==> src/rtl/mem_port_arbiter_if.sv <==
// mem_port_arbiter_if
// Bundles the signals of the shared-memory arbiter: the CPU fetch port
// (i_*), the CPU data port (d_*), the shared RAM port (m_*) and the
// pipeline stall.
//   slave  : arbiter side. It receives requests and memory read data. It
//            drives rdata/ack, the m_* controls and stall.
//   master : CPU/RAM side. It is the mirror image of slave.
// Parameters: ADDR_W (address width), DATA_W (data width).
interface mem_port_arbiter_if #(
    parameter int ADDR_W = 8,
    parameter int DATA_W = 16
);
    logic              i_req;
    logic [ADDR_W-1:0] i_addr;
    logic [DATA_W-1:0] i_rdata;
    logic              i_ack;
    logic              d_req;
    logic              d_we;
    logic [ADDR_W-1:0] d_addr;
    logic [DATA_W-1:0] d_wdata;
    logic [DATA_W-1:0] d_rdata;
    logic              d_ack;
    logic              m_en;
    logic              m_we;
    logic [ADDR_W-1:0] m_addr;
    logic [DATA_W-1:0] m_wdata;
    logic [DATA_W-1:0] m_rdata;
    logic              stall;

    modport slave (
        input  i_req, i_addr, d_req, d_we, d_addr, d_wdata, m_rdata,
        output i_rdata, i_ack, d_rdata, d_ack, m_en, m_we, m_addr, m_wdata, stall
    );

    modport master (
        output i_req, i_addr, d_req, d_we, d_addr, d_wdata, m_rdata,
        input  i_rdata, i_ack, d_rdata, d_ack, m_en, m_we, m_addr, m_wdata, stall
    );
endinterface

==> src/rtl/mem_port_arbiter.sv <==
// mem_port_arbiter
// Shares one single-ported memory between the CPU instruction-fetch port
// and the data (load/store) port.
//
// Requests are sampled only in IDLE. The winner's address, write enable
// and write data are latched into the m_* registers. The access then runs
// for WAIT_STATES cycles (ACCESS), and a DONE cycle pulses the winner's
// ack. The data port normally has priority.
//
// Optional feature, selected with the macro ARB_STARVE_GUARD_EN: a starve
// counter grants the fetch port after STARVE_LIMIT consecutive data grants
// made while a fetch was waiting.
//
// Ports:
//   clock : rising-edge clock
//   reset : asynchronous active-low reset
//   bus   : mem_port_arbiter_if.slave, which carries the i_*, d_* and m_*
//           signals and stall
module mem_port_arbiter #(
    parameter int ADDR_W       = 8,
    parameter int DATA_W       = 16,
    parameter int WAIT_STATES  = 1,
    parameter int STARVE_LIMIT = 3
) (
    input  logic                  clock,
    input  logic                  reset,
    mem_port_arbiter_if.slave     bus
);
    // A zero wait-state request still needs one enabled memory cycle.
    localparam int WS_EFF = (WAIT_STATES < 1) ? 1 : WAIT_STATES;
    localparam int CNT_W  = (WS_EFF > 1) ? $clog2(WS_EFF) : 1;
    localparam logic [CNT_W-1:0] CNT_INIT = CNT_W'(WS_EFF - 1);

    typedef enum logic [1:0] {
        ST_IDLE   = 2'd0,
        ST_ACCESS = 2'd1,
        ST_DONE   = 2'd2
    } state_t;

    state_t            state_r;
    logic [CNT_W-1:0]  cnt_r;
    logic [1:0]        grant_r;      // bit1 = data port, bit0 = fetch port
    logic              m_en_r;
    logic              m_we_r;
    logic [ADDR_W-1:0] m_addr_r;
    logic [DATA_W-1:0] m_wdata_r;
    logic [DATA_W-1:0] i_rdata_r;
    logic [DATA_W-1:0] d_rdata_r;
    logic              i_ack_r;
    logic              d_ack_r;

    logic              guard_s;      // forces the fetch port to win
    logic              pick_d_s;
    logic              pick_i_s;

`ifdef ARB_STARVE_GUARD_EN
    localparam int STV_W = (STARVE_LIMIT > 0) ? $clog2(STARVE_LIMIT + 1) : 1;
    localparam logic [STV_W-1:0] STV_MAX = STV_W'(STARVE_LIMIT);

    logic [STV_W-1:0] starve_r;

    assign guard_s = bus.i_req & (starve_r == STV_MAX);

    // Starve counter: counts data grants won while a fetch waits.
    always_ff @(posedge clock or negedge reset) begin
        if (!reset) begin
            starve_r <= {STV_W{1'b0}};
        end else if (state_r == ST_IDLE) begin
            if (!bus.i_req || pick_i_s) begin
                starve_r <= {STV_W{1'b0}};
            end else if (pick_d_s && (starve_r != STV_MAX)) begin
                starve_r <= starve_r + STV_W'(1);
            end else begin
                starve_r <= starve_r;
            end
        end else begin
            starve_r <= starve_r;
        end
    end
`else
    assign guard_s = 1'b0;
`endif

    // Winner selection: data first, unless the starve guard steps in.
    always_comb begin
        pick_d_s = 1'b0;
        pick_i_s = 1'b0;
        if (bus.d_req && !guard_s) begin
            pick_d_s = 1'b1;
        end else if (bus.i_req) begin
            pick_i_s = 1'b1;
        end else begin
            pick_d_s = 1'b0;
            pick_i_s = 1'b0;
        end
    end

    // Access FSM with all memory-side and CPU-side outputs registered.
    always_ff @(posedge clock or negedge reset) begin
        if (!reset) begin
            state_r   <= ST_IDLE;
            cnt_r     <= {CNT_W{1'b0}};
            grant_r   <= 2'b00;
            m_en_r    <= 1'b0;
            m_we_r    <= 1'b0;
            m_addr_r  <= {ADDR_W{1'b0}};
            m_wdata_r <= {DATA_W{1'b0}};
            i_rdata_r <= {DATA_W{1'b0}};
            d_rdata_r <= {DATA_W{1'b0}};
            i_ack_r   <= 1'b0;
            d_ack_r   <= 1'b0;
        end else begin
            case (state_r)
                ST_IDLE: begin
                    i_ack_r <= 1'b0;
                    d_ack_r <= 1'b0;
                    if (pick_d_s || pick_i_s) begin
                        grant_r   <= {pick_d_s, pick_i_s};
                        m_addr_r  <= pick_d_s ? bus.d_addr : bus.i_addr;
                        m_we_r    <= pick_d_s & bus.d_we;
                        m_wdata_r <= pick_d_s ? bus.d_wdata : {DATA_W{1'b0}};
                        m_en_r    <= 1'b1;
                        cnt_r     <= CNT_INIT;
                        state_r   <= ST_ACCESS;
                    end else begin
                        m_en_r  <= 1'b0;
                        m_we_r  <= 1'b0;
                        state_r <= ST_IDLE;
                    end
                end
                ST_ACCESS: begin
                    if (cnt_r == {CNT_W{1'b0}}) begin
                        // Memory read data is valid in this last enabled cycle.
                        if (!m_we_r) begin
                            if (grant_r[1]) begin
                                d_rdata_r <= bus.m_rdata;
                            end else begin
                                i_rdata_r <= bus.m_rdata;
                            end
                        end else begin
                            d_rdata_r <= d_rdata_r;
                        end
                        i_ack_r <= grant_r[0];
                        d_ack_r <= grant_r[1];
                        m_en_r  <= 1'b0;
                        m_we_r  <= 1'b0;
                        state_r <= ST_DONE;
                    end else begin
                        cnt_r <= cnt_r - CNT_W'(1);
                    end
                end
                ST_DONE: begin
                    i_ack_r <= 1'b0;
                    d_ack_r <= 1'b0;
                    state_r <= ST_IDLE;
                end
                default: begin
                    m_en_r  <= 1'b0;
                    m_we_r  <= 1'b0;
                    i_ack_r <= 1'b0;
                    d_ack_r <= 1'b0;
                    state_r <= ST_IDLE;
                end
            endcase
        end
    end

    assign bus.m_en    = m_en_r;
    assign bus.m_we    = m_we_r;
    assign bus.m_addr  = m_addr_r;
    assign bus.m_wdata = m_wdata_r;
    assign bus.i_rdata = i_rdata_r;
    assign bus.d_rdata = d_rdata_r;
    assign bus.i_ack   = i_ack_r;
    assign bus.d_ack   = d_ack_r;
    assign bus.stall   = (bus.i_req & ~i_ack_r) | (bus.d_req & ~d_ack_r);
endmodule
==> src/flat_wrapper.sv <==
// flat-port wrapper written by rule: the top's interface ports become plain ports
module mem_port_arbiter_flat 
#(
    parameter int ADDR_W       = 8,
    parameter int DATA_W       = 16,
    parameter int WAIT_STATES  = 1,
    parameter int STARVE_LIMIT = 3
)
  (clock, reset, bus_i_req, bus_i_addr, bus_d_req, bus_d_we, bus_d_addr, bus_d_wdata, bus_m_rdata, bus_i_rdata, bus_i_ack, bus_d_rdata, bus_d_ack, bus_m_en, bus_m_we, bus_m_addr, bus_m_wdata, bus_stall);
  mem_port_arbiter_if #(.ADDR_W(ADDR_W), .DATA_W(DATA_W)) bus_i ();
  input  logic clock;
  input  logic reset;
  input wire logic [$bits(bus_i.i_req)-1:0] bus_i_req;
  input wire logic [$bits(bus_i.i_addr)-1:0] bus_i_addr;
  input wire logic [$bits(bus_i.d_req)-1:0] bus_d_req;
  input wire logic [$bits(bus_i.d_we)-1:0] bus_d_we;
  input wire logic [$bits(bus_i.d_addr)-1:0] bus_d_addr;
  input wire logic [$bits(bus_i.d_wdata)-1:0] bus_d_wdata;
  input wire logic [$bits(bus_i.m_rdata)-1:0] bus_m_rdata;
  output wire logic [$bits(bus_i.i_rdata)-1:0] bus_i_rdata;
  output wire logic [$bits(bus_i.i_ack)-1:0] bus_i_ack;
  output wire logic [$bits(bus_i.d_rdata)-1:0] bus_d_rdata;
  output wire logic [$bits(bus_i.d_ack)-1:0] bus_d_ack;
  output wire logic [$bits(bus_i.m_en)-1:0] bus_m_en;
  output wire logic [$bits(bus_i.m_we)-1:0] bus_m_we;
  output wire logic [$bits(bus_i.m_addr)-1:0] bus_m_addr;
  output wire logic [$bits(bus_i.m_wdata)-1:0] bus_m_wdata;
  output wire logic [$bits(bus_i.stall)-1:0] bus_stall;
  assign bus_i.i_req = bus_i_req;
  assign bus_i.i_addr = bus_i_addr;
  assign bus_i.d_req = bus_d_req;
  assign bus_i.d_we = bus_d_we;
  assign bus_i.d_addr = bus_d_addr;
  assign bus_i.d_wdata = bus_d_wdata;
  assign bus_i.m_rdata = bus_m_rdata;
  assign bus_i_rdata = bus_i.i_rdata;
  assign bus_i_ack = bus_i.i_ack;
  assign bus_d_rdata = bus_i.d_rdata;
  assign bus_d_ack = bus_i.d_ack;
  assign bus_m_en = bus_i.m_en;
  assign bus_m_we = bus_i.m_we;
  assign bus_m_addr = bus_i.m_addr;
  assign bus_m_wdata = bus_i.m_wdata;
  assign bus_stall = bus_i.stall;
  mem_port_arbiter #(.ADDR_W(ADDR_W), .DATA_W(DATA_W), .WAIT_STATES(WAIT_STATES), .STARVE_LIMIT(STARVE_LIMIT)) u_core (.clock(clock), .reset(reset), .bus(bus_i));
endmodule
==> config.mk <==
export PLATFORM = sky130hd
export DESIGN_NAME = mem_port_arbiter_flat
export DESIGN_NICKNAME = d
export VERILOG_FILES = /design/src/rtl/mem_port_arbiter_if.sv /design/src/rtl/mem_port_arbiter.sv /design/src/flat_wrapper.sv
export SDC_FILE = /design/constraint.sdc
export NUM_CORES = 1
export LEC_CHECK = 0
export CORE_UTILIZATION = 37
export CTS_BUF_LIST = sky130_fd_sc_hd__clkbuf_16
export DETAILED_ROUTE_END_ITERATION = 12
export MAX_ROUTING_LAYER = met4
export PLACE_DENSITY = 0.82
export SETUP_SLACK_MARGIN = 0.2
export SYNTH_ARGS = -nofsm -noshare
export SYNTH_HDL_FRONTEND = slang
export SYNTH_SLANG_ARGS = --single-unit
==> constraint.sdc <==
create_clock -name clock -period 1.5 [get_ports clock]
set_clock_uncertainty 0.1 [all_clocks]
set_input_delay 0.45 -clock clock [delete_from_list [all_inputs] [get_ports clock]]
set_output_delay 0.45 -clock clock [all_outputs]
set_load 0.01 [all_outputs]
## After elaboration in Yosys (flattened, before gate mapping)

Index checks and enable logic that the tools add are counted.

| cells by class | value |
|---|---|
| add/subtract/negate cells | 1 |
| equality and inequality tests | 4 |
| muxes and demuxes | 20 |
| bitwise operators | 10 |
| reductions and logical operators | 8 |

Operators with widths:

| kind | count |
|---|---|
| $mux 16 | 1 |
| $mux 1 | 13 |
| $mux 8 | 1 |
| $reduce_and 4->1 | 2 |
| $not 1->1 | 6 |
| $pmux 1 s3 | 2 |
| $reduce_and 2->1 | 3 |
| $pmux 2 s2 | 1 |
| $and 1x1->1 | 3 |
| $eq 2x1->1 const B | 1 |
| $eq 2x2->1 const B | 1 |
| $logic_not 2->1 | 1 |
| $mux 2 | 1 |
| $ne 2x1->1 const B | 1 |
| $ne 2x2->1 const B | 1 |
| $pmux 1 s2 | 1 |
| $reduce_bool 2->1 | 1 |
| $logic_or 1x1->1 | 1 |
| $or 1x1->1 | 1 |
| $sub 1x1->1 const B | 1 |

| word-level totals | value |
|---|---|
| flip-flop bits (word level) | 65 |
| input bits | 53 |
| output and inout port bits | 61 |
| word-level logic and storage cells | 54 |

## Depth between registers and ports, before layout

Gate-level depths: netlist of run 1.

| logic depth | value |
|---|---|
| depth in word-level cells | 5 |
| mapped depth | 5 |
| gate-level depth less buffers | 3 |

## Least setup slack after synthesis of run 1

No wires, ideal clock.

| timing | value |
|---|---|
| kind | flip-flop to flip-flop |
| from | register u_core.state_r[1] |
| to | register u_core.i_rdata_r[10] (netlist: u_core.bus.i_rdata[10]) |
| library setup time | 0.125 ns |
| arrival | 1.408 ns |
| required time | 1.275 ns |
| setup slack | -0.132 ns |
| stages on the path, launching flop included | 5 |
| path buffers | 1 |
| period minus slack after synthesis | 1.632 ns |
| cell sequence | dfrtp_1 nor2b_4 nor3b_4 buf_6 mux2_2 |

| on the way | value |
|---|---|
| longest elaborated chain between the ends | 2 |

Ends and longest elaborated chain:

| what | RTL line | text |
|---|---|---|
| from (decl) | mem_port_arbiter.sv:40 | `state_t state_r;` |
| from (signal assigned) | mem_port_arbiter.sv:101 | `state_r <= ST_IDLE;` |
| from (signal assigned) | mem_port_arbiter.sv:124 | `state_r <= ST_ACCESS;` |
| from (signal assigned) | mem_port_arbiter.sv:128 | `state_r <= ST_IDLE;` |
| $eq 2x1->1 | mem_port_arbiter.sv:113 | `case (state_r)` |
| $reduce_and 4->1 (no source line) | -- |  |
| to (signal assigned) | mem_port_arbiter.sv:108 | `i_rdata_r <= {DATA_W{1'b0}};` |
| to (signal assigned) | mem_port_arbiter.sv:138 | `i_rdata_r <= bus.m_rdata;` |
| to (decl) | mem_port_arbiter.sv:47 | `logic [DATA_W-1:0] i_rdata_r;` |

No other way between the ends.
A chain may end at the register's enable or synchronous reset.

## Worst setup path in the final report of run 1

| timing | value |
|---|---|
| from | register u_core.i_ack_r (netlist: u_core.bus.i_ack) |
| to | output port bus_stall |

| on the way | value |
|---|---|
| longest elaborated chain between the ends | 3 |

Ends and longest elaborated chain:

| what | RTL line | text |
|---|---|---|
| from (decl) | mem_port_arbiter.sv:49 | `logic i_ack_r;` |
| from (signal assigned) | mem_port_arbiter.sv:143 | `i_ack_r <= grant_r[0];` |
| $not 1->1 | mem_port_arbiter.sv:176 | `assign bus.stall = (bus.i_req & ~i_ack_r) \| (bus.d_req & ~d_ack_r);` |
| $and 1x1->1 | mem_port_arbiter.sv:176 |  |
| $or 1x1->1 | mem_port_arbiter.sv:176 |  |
| to (decl) | flat_wrapper.sv:28 | `output wire logic [$bits(bus_i.stall)-1:0] bus_stall;` |

No other way between the ends.

==> impl_metrics.ini, run 1 <==
[floorplan]
start_util = 0.3868
die_width_um = 83.70
rows = 29
fp.dieH_um = 83.70
die-area_um2 = 7006
core-area_um2 = 6386
design.portCount = 114

[synthesis]
async_flop_share = 1.000
synth_compound_area_frac = 0.07194
synth_fp_nets = 209
yosysTopAreaCell = dfrtp_1
seq_area_frac_synth = 0.6484
yosysUniqueCellTypes = 21
synth_xor_area_frac = 0
syn_area_um2 = 2470
synth-edff-count = 0
synth-seq-cells = 64
synth_simple_gate_area_frac = 0.03647
syn_inst = 156
synth_fa_ha_area_frac = 0
synth_top_family_by_area = multiplexers
yosysWarningCount = 0
synth_top_cell_area_share = 0.6484
avgSynthCellArea_um2 = 15.83
synth_area_leaders = dfrtp_1 (65%), mux2_2 (22%), a22o_1 (5.7%)
muxShareOfSynthArea = 0.2188
yosys.cell_count.top_type = dfrtp_1
synth_ff_type = dfrtp_1
synth_common_cells = dfrtp_1 (64), mux2_2 (48), a22o_1 (16)

[routing]
viasPerCell = 4.765
first_pass_iters = 4
vias = 2049
wl_per_cell_um = 16.17
drtIter0Drc = 59
drc = 0
ant_nets = 0
wirelength_um = 6954

[placement]
globalplace.congestion = 0.7108
port_buffers = 113
post-dp-hpwl_um = 3947

[global_routing]
antenna_found_initial = 0
grt_max_degree = 65
grt_overflow_total = 0
grt_use_met2 = 0.3215
met3_usage = 0.04748
grt.met1_usage = 0.2635
grt_pass1_wl_um = 10830
top_usage_layer = met2
grtUsageTotal = 0.2050
grt_pass1_vias = 2110

[outcome]
violations = negative setup slack
status = finished with violations

[clock_network]
htreeDepth = 3
cts.path.max_buffers = 2
clockRootBuffer = clkbuf_16
clk_latency_ns = 0.32
cts.sinks = 64
cts_hold_buf = 0
cts_made_buffers = 9
cts_tree = built
clk_pin_slew_ns = 0.05

[sta]
slew_headroom = 0.7767
fin_ws_ns = -0.1381
tightest_slew_ns = 0.3349
rsz0062_at_grt = true
fmax_mhz = 610.5
period_minus_slack_ns = 1.638
finalHoldViolCount = 0
setup_viol = 27
final_max_slew_viol_count = 0
fin_crit_sh = 1.092
whs_ns = 0.03425

[job]
drv_cap = 0

[final_layout]
final-seq-area_um2 = 1603
area_growth_pct = 84.19
drive_gt1_frac = 0.5892
diodes = 0
nFillCells = 452
multiInputGateArea_um2 = 1012
nets = 401

[power_and_ir_drop]
p_total_w = 0.01027
power.leakage_nw = 2.286
ir_worst_vdd_mv = 1.339
power_density_nw_per_um2 = 2258

[worst_hold_path]
hold_path.class = input pin to asynchronous set/reset pin

[setup_path]
crit_type = flop to primary output
cp-end-kind = primary output
arrival_ns = 1.09
cp-start-kind = flop
rr_worst_depth = 5
path_max_fanout = 2
r2r_setup_slack_ns = -0.06
cp.required_ns = 0.95
## routing by layer
metal / share of wire / vias up / wire (µm)
met4: 0.012 / 0 / 80
met5: 0 / - / 0
met1: 0.45 / 1011 / 3142
met3: 0.051 / 7 / 352
li1: - / 948 / -
met2: 0.49 / 83 / 3378
## cells in the final DEF, fill, tap and decap left out, drive strengths merged
cell type and n:
o22ai 1, clkinvlp 1, a22o 16, clkdlybuf4s15 1, nand2 3, dlygate4sd2 1, and3b 1, clkbuf 10
inv 5, nand3b 1, nor3b 1, clkdlybuf4s50 49, buf 136, dfrtp 64, clkinv 4, nor2b 1
nor2 2, nor3 1, o21ai 2, and2 2, a21oi 2, a21o 1, mux2 48
## final timing paths
| kind | start | to |
|---|---|---|
| min reg2reg | u_core.grant_r[0]$_DFFE_PN0P_ | u_core.bus.i_ack$_DFF_PN0_ |
| max reg2reg | u_core.state_r[1]$_DFF_PN0_ | u_core.bus.i_rdata[9]$_DFFE_PN0P_ |
| min | reset | u_core.bus.d_rdata[13]$_DFFE_PN0P_ |
| max in group asynchronous | reset | u_core.state_r[1]$_DFF_PN0_ |
| max | u_core.bus.i_ack$_DFF_PN0_ | bus_stall |
| min in group clock | u_core.grant_r[0]$_DFFE_PN0P_ | u_core.bus.i_ack$_DFF_PN0_ |
## area by class of cell
type	instances	share of cell area
sequential	64	0.3523
timing repair buffer	188	0.3449
multi-input combinational	82	0.2225
clock buffer	9	0.04950
tap	77	0.02118
clock inverter	7	0.007151
inverter	3	0.002475
## logic make-up after synthesis
logic type | after synthesis
AND/OR/NAND/NOR | 12
buffers and inverters | 10
flip-flops | 64
multiplexers | 48
AO/OA/AOI/OAI | 22
## critical path, stage by stage, from the launching register on
cell and delay [ns]:
dfrtp_1 0.39, buf_6 0.12, o22ai_2 0.12, buf_2 0.14
## registers in the layout, summed over array words and instances, names as in the netlist
signal and count:
u_core.bus.i_ack 1, u_core.bus.m_addr 8, u_core.grant_r 2, u_core.bus.d_rdata 16
u_core.bus.i_rdata 16, u_core.bus.m_en 1, u_core.bus.m_we 1, u_core.bus.d_ack 1
u_core.state_r 2, u_core.bus.m_wdata 16
## metrics by stage
step	setup WS (ns)	area, µm²	setup TNS (ns)	instances	util
2_1_floorplan	-0.1218	2594	-1.613	156	-
3_3_place_gp	-0.7128	3911	-12.35	355	0.6125
3_5_place_dp	-0.7121	3911	-13.02	355	0.6125
4_1_cts	-0.1374	4345	-1.265	403	0.6804
5_1_grt	-0.1697	4549	-2.927	430	0.7124
6_report	-0.1381	4549	-1.291	430	0.7124
## power breakdown
part	internal (W)	leakage [nW]	total [W]	switching, W
registers	0.00261	0.776	0.00312	0.000506
logic	0.00342	1.38	0.00539	0.00197
clock network	0.00108	0.133	0.00176	0.000679
## timing repair
| item | 4_1_cts | 5_1_grt |
|---|---|---|
| pin swaps | 10 | 2 |
| setup buffers | 27 | 26 |
| resized for setup | 299 | 2 |
| endpoints found under the setup margin | 121 | 119 |
| cloned | 5 | 1 |
Note: power is estimated with default switching activity, not from simulation.
==> run 2, diff against run 1 <==
Settings changed: CELL_PAD_IN_SITES_DETAIL_PLACEMENT set to 0, CELL_PAD_IN_SITES_GLOBAL_PLACEMENT set to 2, CORE_MARGIN set to 3, CORE_UTILIZATION 37 to 24.
==> run 2 against run 1 <==
The run still ends with negative setup slack left. Combinational power down 3%. Worst setup slack better by 0.087 ns. Fmax up 5.6%. Clock power up 10%. First-iteration DRC count down 17%. Hold slack better by 0.0052 ns. Global-route usage down 7.9 points. Non-clock buffer count down 13. Largest cell class unchanged. Highest routed layer unchanged.
==> impl_metrics.ini, run 2 (same netlist as run 1, synthesis figures left out) <==
[floorplan]
fp.dieH_um = 107.4
start_util = 0.2492
rows = 36
die-area_um2 = 11540
design.portCount = 114
core-area_um2 = 9910
die_width_um = 107.4

[power_and_ir_drop]
pwr-share-seq = 0.303
p_total_w = 0.01030
power.leakage_nw = 2.226
clkPwrFrac = 0.188
netSwitchingFraction = 0.2996
ir_worst_vdd_mv = 0.9808
p_int_w = 0.007212
pwr-share-comb = 0.509
power_density_nw_per_um2 = 2247
switching_power_w = 0.003085

[sta]
final_max_slew_viol_count = 0
setup_viol = 23
fmax_mhz = 644.8
fin_ws_ns = -0.05087
rsz0062_at_grt = true
tightest_slew_ns = 0.3452
slew_headroom = 0.7699
period_minus_slack_ns = 1.551
finalHoldViolCount = 0
fin_crit_sh = 1.034

[placement]
placed_cells = 411
port_buffers = 113
place_area_um2 = 3981
post-dp-hpwl_um = 4341
globalplace.congestion = 0.6920

[final_layout]
drive_gt1_frac = 0.5811
final_util = 0.4624
area_growth_pct = 85.51
layout_commonest_cell = dfrtp_1
layout_common_cells = dfrtp_1 (63), clkdlybuf4s50_1 (49), buf_2 (49)
layout.cells.non_filler = 472
diodes = 0
nets = 388
fin_area_um2 = 4582

[setup_path]
cp_slowest_stage_delay_ns = 0.40
cp-end-kind = primary output
crit_type = flop to primary output
slowest_stage = dfrtp_1
critPathCapture = bus_stall
reg2reg_to = u_core.bus.i_rdata[13]$_DFFE_PN0P_
crit_start = u_core.bus.i_ack$_DFF_PN0_
cp.required_ns = 0.95
arrival_ns = 1.00
cp-start-kind = flop
r2r_setup_slack_ns = -0.04
path_max_fanout = 2
rr_worst_depth = 5
path_cells = o22ai_2, buf_2
worstReg2RegStart = u_core.state_r[1]$_DFF_PN0_

[routing]
vias = 1994
dr_wl_met2_um = 3461
drtIter0Drc = 49
routed-wl-met3_um = 448
viasPerCell = 4.225
ant_nets = 0
highest_layer = met4
wirelength_um = 7098
wirelength_met1_um = 3141
drc = 0
wl_per_cell_um = 15.04
first_pass_iters = 4

[clock_network]
clockRootBuffer = clkbuf_16
cts.path.max_buffers = 2
cts_tree = built
cts.sinks = 64
htreeDepth = 3
clk_pin_slew_ns = 0.05
cts_made_buffers = 9
clk_latency_ns = 0.32

[global_routing]
grt_max_degree = 65
antenna_found_initial = 0
grt_pass1_wl_um = 10870
grtUsageTotal = 0.1264
grt_overflow_total = 0
grt_pass1_vias = 2078

[outcome]
status = finished with violations
violations = negative setup slack

[job]
drv_cap = 0

[worst_hold_path]
hold_path.class = input pin to asynchronous set/reset pin
## run 2: cell count changes in the layout (fill, tap and decap cells not counted), moves of 7 or more
| cell | delta |
|---|---|
| buf_4 | -13 |
| mux2_2 | +7 |
| buf_2 | -9 |
| mux2_4 | -7 |
| buf_6 | +8 |
## run 2: cell type report
| cell class | count | area (µm²) |
|---|---|---|
| clock inverters | 6 | 52.55 |
| well taps | 133 | 166.4 |
| inverters | 3 | 11.26 |
| repair buffers | 175 | 1536 |
| clock buffers | 9 | 225.2 |
| flip-flops and latches | 64 | 1603 |
| fillers | 915 | 5328 |
| multi-input cells | 82 | 987.2 |
## run 2: timing repair
action	CTS	global route
pin swaps	8	2
endpoints found under the setup margin	122	121
resized for setup	289	20
setup buffers	25	16
gates cloned	5	0
hold buffers	0	0
## run 2: power by group through the flow
stage               combinational (W)  clock, W  sequential, W
floorplan                     0.00166         0        0.00348
global placement              0.00435         0        0.00312
detailed placement            0.00439         0        0.00313
CTS                           0.00479   0.00201        0.00309
global route                  0.00560   0.00209        0.00321
finish                        0.00524   0.00194        0.00312
## run 2: worst min path at each step
stage	end	slack, ns	depth (start not counted)
2_1_floorplan	u_core.bus.d_ack$_DFF_PN0_	0.05	0
3_3_place_gp	u_core.bus.i_ack$_DFF_PN0_	0.38	1
3_5_place_dp	u_core.bus.d_rdata[4]$_DFFE_PN0P_	0.39	2
4_1_cts	u_core.bus.d_rdata[14]$_DFFE_PN0P_	0.05	2
5_1_grt	u_core.bus.i_rdata[13]$_DFFE_PN0P_	0.07	2
6_report	u_core.bus.i_rdata[13]$_DFFE_PN0P_	0.04	2
## run 2: routing by layer
metal | up-vias | global-route usage
li1 | 928 | -
met1 | 986 | 0.1532
met2 | 74 | 0.2042
met3 | 6 | 0.03299
met4 | 0 | 0.04599
met5 | - | -
## run 2: through the flow
stage | setup WS [ns] | TNS, ns | hold slack (ns)
5_1_grt | -0.1050 | -2.509 | 0.06878
3_5_place_dp | -0.7400 | -14.14 | 0.3884
3_3_place_gp | -0.7168 | -13.40 | 0.3781
2_1_floorplan | -0.1218 | -1.613 | 0.05441
6_report | -0.05087 | -0.6222 | 0.03947
4_1_cts | -0.06496 | -1.152 | 0.05319
## run 2: worst max-delay path, delay by kind of cell, from the launching register on
kind            cells  cell delay (ns)
compound gates      1             0.14
buf+inv             1             0.14
flops               1             0.40
==> run 3, diff against run 2 <==
Settings changed: CELL_PAD_IN_SITES_DETAIL_PLACEMENT 0 to not set, CELL_PAD_IN_SITES_GLOBAL_PLACEMENT 2 to not set, CORE_UTILIZATION 24 to 37, REMOVE_ABC_BUFFERS set to 1.
==> run 3 against run 2 <==
The run still ends with negative setup slack left. Critical endpoint is now u_core.bus.d_rdata[2]$_DFFE_PN0P_. Design area decreased by 0.98%. Sequential power about the same. Die area is 33% lower. Worst setup slack got worse by 0.031 ns.
==> impl_metrics.ini, run 3 (same netlist as run 1, synthesis figures left out) <==
[floorplan]
die_width_um = 87.70
core-area_um2 = 6422
fp.dieH_um = 87.70
die-area_um2 = 7691
design.portCount = 114
rows = 29
start_util = 0.3846

[global_routing]
grt_pass1_wl_um = 10730
grt_overflow_total = 0
antenna_found_initial = 0
grt_pass1_vias = 2120
grt_max_degree = 65
grtUsageTotal = 0.1893

[routing]
ant_nets = 0
viasPerCell = 4.776
wl_per_cell_um = 16.67
drtIter0Drc = 49
wirelength_um = 6919
drc = 0
first_pass_iters = 2
vias = 1982

[outcome]
violations = negative setup slack
status = finished with violations

[setup_path]
crit_type = flop to flop
cp.required_ns = 1.59
critical_path.most_common_cell = buf_6
path_max_fanout = 8
path_cells = buf_6, and3b_2, buf_6, buf_12, mux2_4
arrival_ns = 1.67
cp_slowest_stage_delay_ns = 0.40
cp-start-kind = flop
slowest_stage = dfrtp_1
cp-end-kind = flop
rr_worst_depth = 5

[final_layout]
nets = 386
layout_common_cells = dfrtp_1 (63), buf_2 (54), clkdlybuf4s50_1 (49)
drive_gt1_frac = 0.5710
diodes = 0
area_growth_pct = 83.69
layout_commonest_cell = dfrtp_1
fin_area_um2 = 4537

[sta]
period_minus_slack_ns = 1.582
setup_viol = 34
slew_headroom = 0.7723
tightest_slew_ns = 0.3416
finalHoldViolCount = 0
fin_ws_ns = -0.08175
whs_ns = 0.03640
rsz0062_at_grt = true
final_max_slew_viol_count = 0
fin_crit_sh = 1.055
fmax_mhz = 632.2

[clock_network]
clockRootBuffer = clkbuf_16
clk_latency_ns = 0.32
cts_tree = built
htreeDepth = 3
cts.sinks = 64
cts_made_buffers = 9
clk_pin_slew_ns = 0.05
cts_hold_buf = 0
cts.path.max_buffers = 2

[power_and_ir_drop]
power.leakage_nw = 2.220
ir_worst_vdd_mv = 1.135
power_density_nw_per_um2 = 2306

[worst_hold_path]
hold_path.class = input pin to asynchronous set/reset pin

[placement]
port_buffers = 113
globalplace.congestion = 0.6959
place_area_um2 = 3841
post-dp-hpwl_um = 4045

[job]
drv_cap = 0
-- run 3: changes by cell type in the layout (fill, tap and decap cells not counted), sizes merged --
cell and change:
inv +1, buf -1, clkbuf -1
-- run 3: through the flow --
step / setup WS [ns] / utilization / power (W) / std cells / TNS, ns
after floorplan: -0.2169 / - / 0.004778 / 149 / -7.739
after global routing: -0.1528 / 0.7064 / 0.01104 / 415 / -4.367
after global placement: -0.7787 / 0.5981 / 0.007238 / 357 / -13.06
final: -0.08175 / 0.7064 / 0.01046 / 415 / -2.321
after detailed placement: -0.7900 / 0.5981 / 0.007359 / 357 / -13.83
after CTS: -0.09010 / 0.6764 / 0.009961 / 396 / -1.332
-- run 3: repair_timing --
item / CTS / global route
setup buffers: 16 / 19
pin swaps: 19 / 3
gates resized for setup: 322 / 10
cloned: 7 / 0
endpoints found under the setup margin: 121 / 120
-- run 3: path summary, 6_finish.rpt --
kind                            slack, ns                             start                                 to
worst max-delay path                -0.08       u_core.bus.m_we$_DFFE_PN0P_  u_core.bus.d_rdata[2]$_DFFE_PN0P_
min in group clock                   0.40  u_core.bus.m_addr[0]$_DFFE_PN0P_   u_core.bus.m_addr[0]$_DFFE_PN0P_
worst min register to register       0.40  u_core.bus.m_addr[0]$_DFFE_PN0P_   u_core.bus.m_addr[0]$_DFFE_PN0P_
worst max register to register      -0.08       u_core.bus.m_we$_DFFE_PN0P_  u_core.bus.d_rdata[2]$_DFFE_PN0P_
worst min-delay path                 0.04                             reset  u_core.bus.i_rdata[1]$_DFFE_PN0P_
max in group asynchronous            0.96                             reset        u_core.state_r[1]$_DFF_PN0_
-- run 3: per-layer routing --
layer,global-route usage,wire [µm]
met5,-,0
met3,0.03763,350
met1,0.2305,2877
met4,0.06695,51
met2,0.3130,3640
-- run 3: layout make-up --
| type | count | area, µm² |
|---|---|---|
| clock buffers | 9 | 225.2 |
| multi-input cells | 82 | 977.2 |
| flip-flops and latches | 64 | 1603 |
| clock inverters | 7 | 55.05 |
| well taps | 77 | 96.34 |
| repair buffers | 173 | 1569 |
| inverters | 3 | 11.26 |
| fillers | 449 | 1886 |
-- run 3: worst max-delay path, delay by kind of cell, from the launching register on --
family	cells	cell delay, ns
AND/OR/NAND/NOR	1	0.28
flip-flops	1	0.40
buffers and inverters	3	0.38
multiplexers	1	0.30
-- run 3: power breakdown --
part	switching, W	internal (W)
Combinational	0.00198	0.00345
Sequential	0.000506	0.00261
Clock	0.000666	0.00125
